## src/rtl/pss_generator_if.sv

```systemverilog
// Bundles the start-request and sample-stream handshakes of the PSS generator.
// Ports: s_axis_in_* (2-bit N_id_2 request), m_axis_out_* ({im,re} samples + tlast), err_o.
// master = generator side, slave = requester/consumer side.
interface pss_generator_if #(
  parameter int OUT_DW = 32
);
  logic [1:0]        s_axis_in_tdata;
  logic              s_axis_in_tvalid;
  logic              s_axis_in_tready;
  logic [OUT_DW-1:0] m_axis_out_tdata;
  logic              m_axis_out_tvalid;
  logic              m_axis_out_tready;
  logic              m_axis_out_tlast;
  logic              err_o;

  modport master (
    input  s_axis_in_tdata, s_axis_in_tvalid, m_axis_out_tready,
    output s_axis_in_tready, m_axis_out_tdata, m_axis_out_tvalid, m_axis_out_tlast, err_o
  );

  modport slave (
    output s_axis_in_tdata, s_axis_in_tvalid, m_axis_out_tready,
    input  s_axis_in_tready, m_axis_out_tdata, m_axis_out_tvalid, m_axis_out_tlast, err_o
  );
endinterface

```

## src/rtl/pss_generator.sv

```systemverilog
// Purpose: streams the 127-sample NR PSS for a requested N_id_2 as BPSK {im=0, re=+/-AMPLITUDE}.
// Latency: start handshake to first valid sample = 1 + 43*N_id_2 cycles, then one sample per beat.
// Backpressure: output holds data/last/LFSR while tready is low; new requests refused until the sequence ends.
// Ports: clk_i, reset_ni (synchronous, active-low), bus (pss_generator_if.master):
//   s_axis_in_* request N_id_2 (3 is rejected with a one-cycle err_o pulse),
//   m_axis_out_* sample stream with tlast on n=126.
module pss_generator #(
  parameter int OUT_DW    = 32,
  parameter int AMPLITUDE = 2**(OUT_DW/2-1)-1,
  parameter int PSS_LEN   = 127
) (
  input logic               clk_i,
  input logic               reset_ni,
  pss_generator_if.master   bus
);

  localparam int HW = OUT_DW/2;
  localparam logic signed [HW-1:0] AMP_P = HW'(AMPLITUDE);
  localparam logic signed [HW-1:0] AMP_N = -AMP_P;
  localparam logic [6:0] N_LAST = 7'(PSS_LEN-1);
  // Bit i holds x(k+i): bit 0 is the current sequence bit, bits 6..0 = 1,1,1,0,1,1,0.
  localparam logic [6:0] LFSR_INIT = 7'b1110110;

  typedef enum logic [1:0] {IDLE, SEEK, EMIT} state_t;

  state_t            state_q, state_d;
  logic [6:0]        lfsr_q, lfsr_d;
  logic [6:0]        shift_q, shift_d;
  logic [6:0]        cnt_q, cnt_d;
  logic [6:0]        n_q, n_d;
  logic              in_rdy_q, in_rdy_d;
  logic              vld_q, vld_d;
  logic              last_q, last_d;
  logic              err_q, err_d;
  logic [OUT_DW-1:0] dat_q, dat_d;

  logic [6:0]        lfsr_nxt;
  logic              in_hs;
  logic              out_hs;

  // x(k+7) = x(k+4) ^ x(k): shift toward bit 0, new bit enters at bit 6.
  function automatic logic [6:0] lfsr_step(input logic [6:0] s);
    return {s[4] ^ s[0], s[6:1]};
  endfunction

  function automatic logic [OUT_DW-1:0] bpsk(input logic b);
    return {{(OUT_DW-HW){1'b0}}, (b ? AMP_N : AMP_P)};
  endfunction

  assign lfsr_nxt = lfsr_step(lfsr_q);
  assign in_hs    = in_rdy_q & bus.s_axis_in_tvalid;
  assign out_hs   = vld_q & bus.m_axis_out_tready;

  always_comb begin
    state_d  = state_q;
    lfsr_d   = lfsr_q;
    shift_d  = shift_q;
    cnt_d    = cnt_q;
    n_d      = n_q;
    in_rdy_d = in_rdy_q;
    vld_d    = vld_q;
    last_d   = last_q;
    err_d    = 1'b0;
    dat_d    = dat_q;

    case (state_q)
      IDLE: begin
        in_rdy_d = 1'b1;
        if (in_hs) begin
          if (bus.s_axis_in_tdata == 2'd3) begin
            err_d = 1'b1;
          end else begin
            lfsr_d   = LFSR_INIT;
            cnt_d    = '0;
            n_d      = '0;
            in_rdy_d = 1'b0;
            case (bus.s_axis_in_tdata)
              2'd1:    shift_d = 7'd43;
              2'd2:    shift_d = 7'd86;
              default: shift_d = 7'd0;
            endcase
            if (bus.s_axis_in_tdata == 2'd0) begin
              // No rotation: the first sample is x(0), present straight away.
              state_d = EMIT;
              vld_d   = 1'b1;
              last_d  = 1'b0;
              dat_d   = bpsk(LFSR_INIT[0]);
            end else begin
              state_d = SEEK;
            end
          end
        end
      end

      SEEK: begin
        // Free-running advance of the LFSR by the rotation amount; the output
        // register is loaded on the last step so valid rises with EMIT.
        lfsr_d = lfsr_nxt;
        cnt_d  = cnt_q + 7'd1;
        if (cnt_q == shift_q - 7'd1) begin
          state_d = EMIT;
          vld_d   = 1'b1;
          last_d  = 1'b0;
          dat_d   = bpsk(lfsr_nxt[0]);
        end
      end

      EMIT: begin
        if (out_hs) begin
          if (n_q == N_LAST) begin
            state_d  = IDLE;
            vld_d    = 1'b0;
            last_d   = 1'b0;
            dat_d    = '0;
            in_rdy_d = 1'b1;
          end else begin
            lfsr_d = lfsr_nxt;
            n_d    = n_q + 7'd1;
            dat_d  = bpsk(lfsr_nxt[0]);
            last_d = ((n_q + 7'd1) == N_LAST);
          end
        end
      end

      default: begin
        state_d  = IDLE;
        vld_d    = 1'b0;
        in_rdy_d = 1'b0;
      end
    endcase
  end

  always_ff @(posedge clk_i) begin
    if (!reset_ni) begin
      state_q  <= IDLE;
      lfsr_q   <= LFSR_INIT;
      shift_q  <= '0;
      cnt_q    <= '0;
      n_q      <= '0;
      in_rdy_q <= 1'b0;
      vld_q    <= 1'b0;
      last_q   <= 1'b0;
      err_q    <= 1'b0;
      dat_q    <= '0;
    end else begin
      state_q  <= state_d;
      lfsr_q   <= lfsr_d;
      shift_q  <= shift_d;
      cnt_q    <= cnt_d;
      n_q      <= n_d;
      in_rdy_q <= in_rdy_d;
      vld_q    <= vld_d;
      last_q   <= last_d;
      err_q    <= err_d;
      dat_q    <= dat_d;
    end
  end

  assign bus.s_axis_in_tready  = in_rdy_q;
  assign bus.m_axis_out_tvalid = vld_q;
  assign bus.m_axis_out_tdata  = dat_q;
  assign bus.m_axis_out_tlast  = last_q;
  assign bus.err_o             = err_q;

endmodule

```

## src/flat_wrapper.sv

```systemverilog
// flat-port wrapper written by rule: the top's interface ports become plain ports
module pss_generator_flat 
#(
  parameter int OUT_DW    = 32,
  parameter int AMPLITUDE = 2**(OUT_DW/2-1)-1,
  parameter int PSS_LEN   = 127
)
  (clk_i, reset_ni, bus_s_axis_in_tdata, bus_s_axis_in_tvalid, bus_m_axis_out_tready, bus_s_axis_in_tready, bus_m_axis_out_tdata, bus_m_axis_out_tvalid, bus_m_axis_out_tlast, bus_err_o);
  pss_generator_if #(.OUT_DW(OUT_DW)) bus_i ();
  input logic clk_i;
  input logic reset_ni;
  input wire logic [$bits(bus_i.s_axis_in_tdata)-1:0] bus_s_axis_in_tdata;
  input wire logic [$bits(bus_i.s_axis_in_tvalid)-1:0] bus_s_axis_in_tvalid;
  input wire logic [$bits(bus_i.m_axis_out_tready)-1:0] bus_m_axis_out_tready;
  output wire logic [$bits(bus_i.s_axis_in_tready)-1:0] bus_s_axis_in_tready;
  output wire logic [$bits(bus_i.m_axis_out_tdata)-1:0] bus_m_axis_out_tdata;
  output wire logic [$bits(bus_i.m_axis_out_tvalid)-1:0] bus_m_axis_out_tvalid;
  output wire logic [$bits(bus_i.m_axis_out_tlast)-1:0] bus_m_axis_out_tlast;
  output wire logic [$bits(bus_i.err_o)-1:0] bus_err_o;
  assign bus_i.s_axis_in_tdata = bus_s_axis_in_tdata;
  assign bus_i.s_axis_in_tvalid = bus_s_axis_in_tvalid;
  assign bus_i.m_axis_out_tready = bus_m_axis_out_tready;
  assign bus_s_axis_in_tready = bus_i.s_axis_in_tready;
  assign bus_m_axis_out_tdata = bus_i.m_axis_out_tdata;
  assign bus_m_axis_out_tvalid = bus_i.m_axis_out_tvalid;
  assign bus_m_axis_out_tlast = bus_i.m_axis_out_tlast;
  assign bus_err_o = bus_i.err_o;
  pss_generator #(.OUT_DW(OUT_DW), .AMPLITUDE(AMPLITUDE), .PSS_LEN(PSS_LEN)) u_core (.clk_i(clk_i), .reset_ni(reset_ni), .bus(bus_i));
endmodule
```

## config.mk

```make
export PLATFORM = sky130hd
export DESIGN_NAME = pss_generator_flat
export DESIGN_NICKNAME = d
export VERILOG_FILES = /design/src/rtl/pss_generator_if.sv /design/src/rtl/pss_generator.sv /design/src/flat_wrapper.sv
export SDC_FILE = /design/constraint.sdc
export NUM_CORES = 1
export LEC_CHECK = 0
export CORE_MARGIN = 2
export CORE_UTILIZATION = 39
export CTS_CLUSTER_SIZE = 12
export DETAILED_ROUTE_END_ITERATION = 10
export HOLD_SLACK_MARGIN = 0.12
export PLACE_DENSITY = 0.63
export SYNTH_ARGS = -nofsm -noshare
export SYNTH_HDL_FRONTEND = slang
export SYNTH_SLANG_ARGS = --single-unit
```

## constraint.sdc

```tcl
create_clock -name clk_i -period 4.9 [get_ports clk_i]
set_clock_uncertainty 0.15 [all_clocks]
set_input_delay 0.98 -clock clk_i [delete_from_list [all_inputs] [get_ports clk_i]]
set_output_delay 0.98 -clock clk_i [all_outputs]
set_load 0.01 [all_outputs]
```

==> impl_metrics.tcl <==
set metrics [dict create \
    area.sequential_um2 661 \
    grt_usage 0.152 \
    path_clk_slew_ps 70 \
    synthDistinctLibCells 63 \
    power.leakage_nw 0.916 \
    grt_pass1_wl_um 7590 \
    post_cts_buffers 0 \
    portBuffers 25 \
    gp_congestion 0.789 \
    layout_common_cells "33 x dfxtp_1, 25 x clkdlybuf4s50_1, 23 x nor2_1, 21 x nand2_1, 17 x inv_1" \
    slew_headroom 0.497 \
    rows 27 \
    firstDrtPassIters 4 \
    grt_pass1_vias 1567 \
    htreeDepth 2 \
    path_class "in -> reg" \
    run_status "complete, no violations" \
    postSynth.asyncResetShare 0 \
    postSynthAreaPerCell_um2 8.37 \
    cp_num_cells 7 \
    period_needed_ps 3170 \
    diodes 0 \
    clk_latency_ps 290 \
    slowest_stage "nor3_1" \
    multi_input_area_mm2 0.00127 \
    fillers 566 \
    start_util 0.402 \
    via_count 1750 \
    drtAntennaViolNets 0 \
    arrival_ps 3210 \
    die_area_mm2 0.00626 \
    ioPinCount 42 \
    cts_root_buf "clkbuf_8" \
    cts_buffers 5 \
    post_drt_wl_per_cell_um 12.8 \
    synth-seq-area-share 0.300 \
    syn_area_mm2 0.00220 \
    reg2regPathDepth 7 \
    yosys.area.top_type_share 0.300 \
    maxSlewViolCount 0 \
    first_iter_violations 130 \
    core_area_mm2 0.00547 \
    finalPower_mw 1.04 \
    dp_slack_ps 1450 \
    rsz0062_at_grt "no" \
    setup_slack_ps 1730 \
    die_h_um 79.1 \
    ir_drop_mv 0.184 \
    wirelength_um 4420 \
    cp_max_fo 9 \
    final_common_cell "dfxtp_1" \
    synthTopCellsByArea "dfxtp_1 30%, buf_4 10%, ha_1 7.4%" \
    drv_cap 0 \
    fin_util 0.449 \
    die_x_um 79.1 \
    ys_seq_elements 33 \
    fmax_mhz 316 \
    tns_ps 0 \
    drc 0 \
    cts_tree "built" \
    critPathBufInv 1 \
    cts_resized 0 \
    via_per_inst 5.09 \
    whs_path_depth 2 \
    drive_above_1_share 0.0662 \
    required_ps 4940 \
    area_growth_pct 11.5 \
    start_kind "input pin" \
    grt_max_degree 21 \
    antenna_found_initial 0 \
    slowest_delay_ps 540 \
    hold_viol_final 0 \
    min_period_over_period 0.646 \
    path_cells "clkdlybuf4s50_1 > ha_1 > and3b_1 > nor2_2 > nor3_1 > a41oi_1 > a311oi_1" \
    path_delay_family "simple AND/OR/NAND/NOR gates" \
    setup_violations 0 \
    synth_edf_count 0 \
    netlist_instances 263 \
    hp-class "reg -> reg" \
    place_hpwl_um 3180 \
    layout.nets 290 \
    gr-total-overflow 0 \
    ys.flop_type "dfxtp_1" \
    powerDensity_mw_per_mm2 425 \
    clock-sinks 33 \
    worstMarginPinSlew_ps 752 \
    ys.warnings.count 0 \
    postCtsHoldBufs 0 \
    yosysTopAreaCell "dfxtp_1" \
    cp-end-kind "register" \
    cts.path.max_buffers 2 \
]
[cells by family after synthesis]
kind of cell	after synthesis	synth area share
other	1	0.00170
XOR/XNOR	13	0.0585
adder cells (fa/ha/maj)	13	0.0739
AND/OR/NAND/NOR	86	0.196
buffers and inverters	58	0.151
multiplexers	4	0.0188
AO/OA/AOI/OAI	55	0.201
flip-flops	33	0.300
[registers in the layout (all words and copies together) (netlist names)]
name / flops
u_core.cnt_q: 7
u_core.lfsr_q: 7
u_core.bus.err_o: 1
u_core.bus.s_axis_in_tready: 1
u_core.state_q: 2
u_core.bus.m_axis_out_tlast: 1
u_core.shift_q: 3
u_core.bus.m_axis_out_tdata: 3
u_core.bus.m_axis_out_tvalid: 1
u_core.n_q: 7
[cell usage after synthesis (all sizes together) (2+ instances only)]
master	instances
dfxtp	33
nand2b	3
o2111ai	2
nor3	2
a21oi	8
inv	19
nor3b	4
xnor2	5
o211ai	2
a21o	2
buf	32
ha	13
xor2	7
a311oi	3
nor2	24
and2	3
o31ai	2
nand4	6
o21ai	9
o21bai	2
a211oi	4
nand2	21
a221oi	2
o22ai	3
a41oi	2
clkbuf	7
and3	5
a2111o	2
mux2i	3
nand3	10
[routing by layer]
| layer | GRT usage | vias up | routed length (µm) |
|---|---|---|---|
| met5 | 0 | - | 0 |
| met2 | 0.242 | 20 | 2030 |
| met1 | 0.206 | 832 | 2220 |
| met4 | 0.0414 | 0 | 42 |
| met3 | 0.0341 | 5 | 127 |
| li1 | - | 893 | - |
[power breakdown]
group	switching (mW)	total [mW]	internal [mW]
combinational	0.235	0.436	0.201
clock	0.101	0.267	0.166
sequential	0.0394	0.341	0.302
total	0.376	1.04	0.669
[cell type report]
cell class	count	share of cell area
tap	72	0.0367
inverter	19	0.0291
timing repair buffer	25	0.102
clock buffer	7	0.0352
clock inverter	1	0.0122
multi-input combinational	187	0.516
sequential	33	0.269
[worst min-delay path: stages (launching register included)]
cell and delay (ps):
dfxtp_1 310, nand2_1 50, a21oi_1 50
[path summary, 6_finish.rpt]
path	from	end	slack [ps]
setup / recovery	bus_s_axis_in_tdata[0]	u_core.n_q[3]	1730
hold / removal	u_core.lfsr_q[3]	u_core.lfsr_q[3]	310
setup reg to reg	u_core.state_q[0]	u_core.bus.m_axis_out_tlast	2510
hold reg to reg	u_core.lfsr_q[3]	u_core.lfsr_q[3]	310
[metrics by stage]
step | cells | cell area, µm² | hold WS, ps
floorplan | 278 | 2260 | 282
global placement | 336 | 2340 | 300
detailed placement | 336 | 2340 | 299
CTS | 344 | 2450 | 310
global route | 344 | 2450 | 339
finish | 344 | 2450 | 309
No activity file was read; power rests on OpenSTA's default activity.
